===== config.mk =====
export PLATFORM = sky130hd
export DESIGN_NAME = pingpong_ctrl
export DESIGN_NICKNAME = d
export VERILOG_FILES = /design/src/rtl/pingpong_ctrl.sv
export SDC_FILE = /design/constraint.sdc
export NUM_CORES = 1
export LEC_CHECK = 0
export CAP_MARGIN = 5
export CORE_MARGIN = 1
export CORE_UTILIZATION = 50
export DETAILED_ROUTE_END_ITERATION = 6
export HOLD_SLACK_MARGIN = 0.15
export PLACE_DENSITY_LB_ADDON = 0.08
export SLEW_MARGIN = 10
export SYNTH_ARGS = -nofsm -noshare
export SYNTH_HDL_FRONTEND = slang
export SYNTH_SLANG_ARGS = --single-unit

===== constraint.sdc =====
create_clock -name clk -period 3.7 [get_ports clk]
set_input_delay 0.555 -clock clk [delete_from_list [all_inputs] [get_ports clk]]
set_output_delay 0.555 -clock clk [all_outputs]
set_load 0.01 [all_outputs]

===== src/rtl/pingpong_ctrl.sv =====
// pingpong_ctrl: sequences a double-buffered (ping-pong) tile pipeline.
// For each tile: wait for the ifmap write (LOAD), swap banks (SWAP),
// run compute (COMPUTE), read back results (RDBK); after the last tile
// pulse done (FIN).
// Ports:
//   clk, rstn                 clock, async active-low reset
//   enable                    FSM advance enable (pulses gated off when low)
//   start, abort, tile_cnt    run control
//   dma_w_last, comp_done,
//   dma_r_last                completion events, latched into flags
//   conv_en, comp_start,
//   w_done, done              single-cycle pulses
//   bank_sel, busy, err       status
module pingpong_ctrl #(
  parameter int TILE_W = 8
) (
  input  logic              clk,
  input  logic              rstn,
  input  logic              enable,
  input  logic              start,
  input  logic              abort,
  input  logic [TILE_W-1:0] tile_cnt,
  input  logic              dma_w_last,
  input  logic              comp_done,
  input  logic              dma_r_last,
  output logic              conv_en,
  output logic              comp_start,
  output logic              w_done,
  output logic              bank_sel,
  output logic              busy,
  output logic              done,
  output logic              err
);

  typedef enum logic [2:0] {S_IDLE, S_LOAD, S_SWAP, S_COMP, S_RDBK, S_FIN} state_t;

  state_t              state_q, state_d;
  logic [TILE_W-1:0]   cnt_q, cnt_d, tcnt_q, tcnt_d;
  logic                ld_q, ld_d, cd_q, cd_d, rd_q, rd_d;
  logic                bank_q, bank_d, busy_q, busy_d, err_q, err_d;
  logic                first_q, first_d, zdone_q, zdone_d;
  logic                ld_clr, cd_clr, rd_clr, start_ok, idle;

  always_comb begin
    state_d  = state_q;
    cnt_d    = cnt_q;
    tcnt_d   = tcnt_q;
    bank_d   = bank_q;
    busy_d   = busy_q;
    err_d    = err_q;
    idle     = (state_q == S_IDLE);
    ld_clr   = enable && (state_q == S_LOAD) && ld_q;
    cd_clr   = enable && (state_q == S_COMP) && cd_q;
    rd_clr   = enable && (state_q == S_RDBK) && rd_q;
    start_ok = enable && start && idle;

    // Accepted start clears err; any protocol error in the same cycle wins.
    if (start_ok) err_d = 1'b0;
    if (start && busy_q) err_d = 1'b1;

    // Event flags: a pulse landing on an unconsumed flag is an error.
    // compute/readback completions make no sense while idle.
    ld_d = (ld_q && !ld_clr) || dma_w_last;
    if (dma_w_last && ld_q && !ld_clr) err_d = 1'b1;
    cd_d = (cd_q && !cd_clr) || (comp_done && !idle);
    if (comp_done && (idle || (cd_q && !cd_clr))) err_d = 1'b1;
    rd_d = (rd_q && !rd_clr) || (dma_r_last && !idle);
    if (dma_r_last && (idle || (rd_q && !rd_clr))) err_d = 1'b1;

    // Zero-tile run: done is held pending until an enabled cycle shows it.
    zdone_d = zdone_q && !enable;
    if (start_ok && (tile_cnt == '0)) zdone_d = 1'b1;

    if (enable) begin
      case (state_q)
        S_IDLE: if (start && (tile_cnt != '0)) begin
          tcnt_d  = tile_cnt;
          cnt_d   = '0;
          busy_d  = 1'b1;
          state_d = S_LOAD;
        end
        S_LOAD: if (ld_q) state_d = S_SWAP;
        S_SWAP: begin
          bank_d  = ~bank_q;
          state_d = S_COMP;
        end
        S_COMP: if (cd_q) state_d = S_RDBK;
        S_RDBK: if (rd_q) begin
          if (cnt_q == tcnt_q - TILE_W'(1)) state_d = S_FIN;
          else begin
            cnt_d   = cnt_q + TILE_W'(1);
            state_d = S_LOAD;
          end
        end
        S_FIN: begin
          busy_d  = 1'b0;
          state_d = S_IDLE;
        end
        default: state_d = S_IDLE;
      endcase
    end

    // first_q marks the first enabled cycle of a state (comp_start/w_done).
    first_d = (state_d != state_q) ? 1'b1 : (enable ? 1'b0 : first_q);

    // Abort overrides everything except bank_sel and err.
    if (abort) begin
      state_d = S_IDLE;
      ld_d    = 1'b0;
      cd_d    = 1'b0;
      rd_d    = 1'b0;
      cnt_d   = '0;
      busy_d  = 1'b0;
      zdone_d = 1'b0;
      err_d   = err_q;
      bank_d  = bank_q;
      first_d = 1'b1;
    end
  end

  always_ff @(posedge clk or negedge rstn) begin
    if (!rstn) begin
      state_q <= S_IDLE;
      cnt_q   <= '0;
      tcnt_q  <= '0;
      ld_q    <= 1'b0;
      cd_q    <= 1'b0;
      rd_q    <= 1'b0;
      bank_q  <= 1'b0;
      busy_q  <= 1'b0;
      err_q   <= 1'b0;
      first_q <= 1'b1;
      zdone_q <= 1'b0;
    end else begin
      state_q <= state_d;
      cnt_q   <= cnt_d;
      tcnt_q  <= tcnt_d;
      ld_q    <= ld_d;
      cd_q    <= cd_d;
      rd_q    <= rd_d;
      bank_q  <= bank_d;
      busy_q  <= busy_d;
      err_q   <= err_d;
      first_q <= first_d;
      zdone_q <= zdone_d;
    end
  end

  // Pulses decode from registered state and are suppressed while stalled.
  assign conv_en    = enable && (state_q == S_SWAP);
  assign comp_start = enable && first_q && (state_q == S_COMP);
  assign w_done     = enable && first_q && (state_q == S_RDBK);
  assign done       = enable && ((state_q == S_FIN) || zdone_q);
  assign bank_sel   = bank_q;
  assign busy       = busy_q;
  assign err        = err_q;

endmodule

# [Word level (Yosys, flattened, before mapping)]
# Index checks and enable logic that the tools add are counted.
[word_totals] register_bits=27 input_bits=16 out_inout_bits=7 elab_cells=106
[op_classes] add_sub_neg=2 eq_ne=10 muxes=31 n_bitwise=2 reduce_logical=50
[op_table] op="8-bit two-way mux" n=5
[op_table] op="1-bit logical AND" n=26
[op_table] op="3-bit two-way mux" n=7
[op_table] op="1-bit two-way mux" n=16
[op_table] op="8-bit case mux with 2 select lines" n=1
[op_table] op="3-bit case mux with 5 select lines" n=1
[op_table] op="3-bit AND reduction" n=3
[op_table] op="3-bit nonzero test" n=3
[op_table] op="8-bit by 1-bit adder with 8-bit output (second input constant)" n=1
[op_table] op="8-bit == test" n=1
[op_table] op="8-bit logical NOT" n=1
[op_table] op="8-bit nonzero test" n=1
[op_table] op="8-bit by 1-bit subtractor with 8-bit output (second input constant)" n=1
[op_table] op="3-bit by 2-bit == test with 1-bit output (second input constant)" n=2
[op_table] op="3-bit == test (second input constant)" n=2
[op_table] op="1-bit logical OR" n=6
[op_table] op="3-bit != test (second input constant)" n=2
[op_table] op="1-bit logical NOT" n=5
[op_table] op="5-bit AND reduction" n=1
[op_table] op="5-bit nonzero test" n=1
[op_table] op="3-bit by 1-bit == test with 1-bit output (second input constant)" n=1
[op_table] op="3-bit logical NOT" n=1
[op_table] op="3-bit by 2-bit != test with 1-bit output (second input constant)" n=1
[op_table] op="3-bit != test" n=1
[op_table] op="4 further kinds" n=5

# [Depth between registers and ports, before layout]
[depth] depth_word=9 mapped_depth=9 mapped_depth_nobuf=8

# [Worst setup path before layout]
# OpenSTA, ideal clock, no wires.
[synth_path] path_kind="input to register" start="input tile_cnt[5]" end="register cnt_q[5]" setup_time_ns=0.120 t_arrival_ns=1.955 required_time_ns=3.580 path_slack_ns=1.625 path_stages=6 path_buffers=1 cell_sequence="or4_4 o21ai_4 a31oi_4 and3_4 buf_6 a41o_2"
[synth_between] elab_chain_len=4
[synth_rtl] element="start: declaration" line="22" source="input logic [TILE_W-1:0] tile_cnt,"
[synth_rtl] element="8-bit nonzero test" line="76" source="S_IDLE: if (start && (tile_cnt != '0)) begin"
[synth_rtl] element="1-bit logical AND" line="76"
[synth_rtl] element="3-bit by 2-bit != test with 1-bit output (no line)"
[synth_rtl] element="5-bit AND reduction (no line)"
[synth_rtl] element="end signal: assignment" line="136" source="cnt_q <= cnt_d;"
[synth_rtl] element="end: declaration" line="38" source="logic [TILE_W-1:0] cnt_q, cnt_d, tcnt_q, tcnt_d;"
# Every way passes these cells.
# A chain may end at the register's enable or synchronous reset.

# [Final worst setup path]
[layout_path] start="input enable" end="output conv_en"
[layout_between] elab_chain_len=1
[layout_rtl] element="start: declaration" line="19" source="input logic enable,"
[layout_rtl] element="1-bit logical AND" line="150" source="assign conv_en = enable && (state_q == S_SWAP);"
[layout_rtl] element="end: declaration" line="26" source="output logic conv_en,"
# Every way passes these cells.

==> out/metrics.cfg <==
[status]
status=complete, no violations

[worst_setup_path]
crit_type=in2out
critical-path-top-delay-family=buffers and inverters
max_stage_delay_ps=780
cp_num_buf_inv=3
timing.rr.start=tcnt_q[0]
required_ps=3140
crit_top_cell=clkdlybuf4s50_1
crit_arrival_ps=2460
crit_path_end_kind=output port
crit_slowest_cell=clkdlybuf4s50_1
critPathLaunchType=input port
critPathLaunch=enable
path_max_fanout=15
worstPathCellList=clkdlybuf4s50_1 > inv_1 > nor4_1 > clkdlybuf4s50_1

[sta]
slew_violations=0
fin_skew_ps=2.21
fin_ws_ps=686
fmax_mhz=332
hold_viol=0
fin_crit_ps=3010
tns_ps=0
worst_slew_pin_slew_ps=563
relSlewSlack=0.623
finalCritPeriodShare=0.815
setup_viol=0
rsz0062_at_grt=false

[detailed_routing]
drc=0
wire_per_inst_um=16.1
drt-initial-drc-count=79
num_vias=1570
vias_per_cell=6.11
first_pass_iters=4
routed_wl_um=4130
ant_nets=0

[floorplan]
initial_core_util=0.523
num_rows=21
coreArea_um2=3360
ios=23
dieArea_um2=3760
die_h_um=61.3
die_w_um=61.3

[placed_design]
port-buffer-count=22
post_dp_cell_area_um2=1990
gp_congestion=0.880
dp_slack_ps=705
place_inst=253
hpwl_um=3110

[layout]
nets=230
multi_input_area_um2=995
layout_commonest_cell=dfrtp_1
final_cell_mix=26 x dfrtp_1, 22 x nand2_1, 22 x clkdlybuf4s50_1
regArea_um2=677
area_growth_pct=14.4
stdcell_area_um2=2010
diodes=0
drive_gt1_frac=0.109
n_fill_cell=332
fin_cells=257

[power]
ir_worst_vdd_mv=0.217
power_density_nw_per_um2=340
p_leak_uw=0.000835

[cts]
clkSlewWorstSetupHoldPaths_ps=140
htreeDepth=1
cts_resized=0
cts-buffers-inserted=3
clk_latency_ps=320
clk_path_buf_depth=2
postCtsSetupRepairBufs=0
cts_tree=done
root_buffer=clkbuf_4
hold_buffers=0
clock-sinks=27

[grt]
grt_pass1_vias=1545
grt_usage=0.240
grt_max_degree=28
grt_pass1_wl_um=6650
grt-ovfl-total=0
antenna_found_initial=0

[min_path]
hold_path_class=reg2reg
worstHoldStart=bank_sel

[logic_synthesis]
yosys_register_bits=27
ys_warn_count=0
async_flop_share=1.00
synthFlopType=dfrtp_1
yosysSeqAreaShare=0.385
synth_area_um2=1760
avgSynthCellArea_um2=9.11
syn_inst=193
synth_cell_types=52
synth_edf_count=0
syn-num-nets=211

[flow_run]
max_cap_violations=0

[per-layer routing]
layer	track usage	wire length (µm)	vias up
li1	-	-	751
met5	0	0	-
met2	0.424	2090	26
met1	0.284	1830	781
met3	0.0252	92	12
met4	0.136	115	0
[cell usage after synthesis (all sizes together) (4+ instances only)]
cell type / count / share of area
buf: 4 / 0.022
a21oi: 12 / 0.034
nand2: 22 / 0.047
xnor2: 6 / 0.030
mux2: 4 / 0.026
clkbuf: 5 / 0.011
nor2: 20 / 0.044
and3: 7 / 0.028
inv: 8 / 0.017
a31oi: 6 / 0.030
o21ai: 14 / 0.046
nand3: 5 / 0.014
a211oi: 4 / 0.017
dfrtp: 26 / 0.37
[report_power, final]
part / switching, µW / internal [µW]
logic: 98.8 / 96.5
clock network: 85.5 / 42.2
registers: 35.9 / 325
total: 220 / 464
[logic make-up after synthesis]
| kind of cell | after synthesis | synth area share |
|---|---|---|
| AND/OR/NAND/NOR | 73 | 0.212 |
| multiplexers | 7 | 0.0427 |
| XOR/XNOR | 10 | 0.0576 |
| AO/OA/AOI/OAI | 57 | 0.239 |
| flip-flops | 27 | 0.385 |
| adder cells (fa/ha/maj) | 2 | 0.0142 |
| buffers and inverters | 17 | 0.0498 |
[worst paths after layout]
kind	endpoint	slack, ps	cells past startpoint
max in group asynchronous	first_q	2810	2
max	conv_en	690	4
min	bank_sel	480	1
max reg2reg	cnt_q[2]	1350	8
min reg2reg	bank_sel	480	1
min in group asynchronous	tcnt_q[7]	590	2
[layout make-up]
class / count / area share
Multi-Input combinational cell: 149 / 0.494
Tap cell: 46 / 0.0286
Timing Repair Buffer: 23 / 0.113
Clock buffer: 4 / 0.0131
Inverter: 8 / 0.0149
Sequential cell: 27 / 0.336
[worst reg2reg max path, delay by kind of cell (launching register included)]
kind            cells  cell delay (ps)
compound gates      4              870
simple gates        2              670
flops               1              450
fa+ha+maj           1              190
buf+inv             1               90
[state kept, by name, indices dropped and copies added (netlist names)]
| register | flops |
|---|---|
| zdone_q | 1 |
| cd_q | 1 |
| busy | 1 |
| tcnt_q | 8 |
| rd_q | 1 |
| state_q | 3 |
| bank_sel | 1 |
| ld_q | 1 |
| cnt_q | 8 |
| first_q | 1 |
| err | 1 |
[metrics by stage]
step | total power (µW) | utilization | hold slack, ps
floorplan | 492 | - | 259
global placement | 554 | 0.591 | 461
detailed placement | 561 | 0.591 | 467
CTS | 688 | 0.599 | 490
global route | 724 | 0.599 | 528
finish | 684 | 0.599 | 482
No activity file was read; power rests on OpenSTA's default activity.
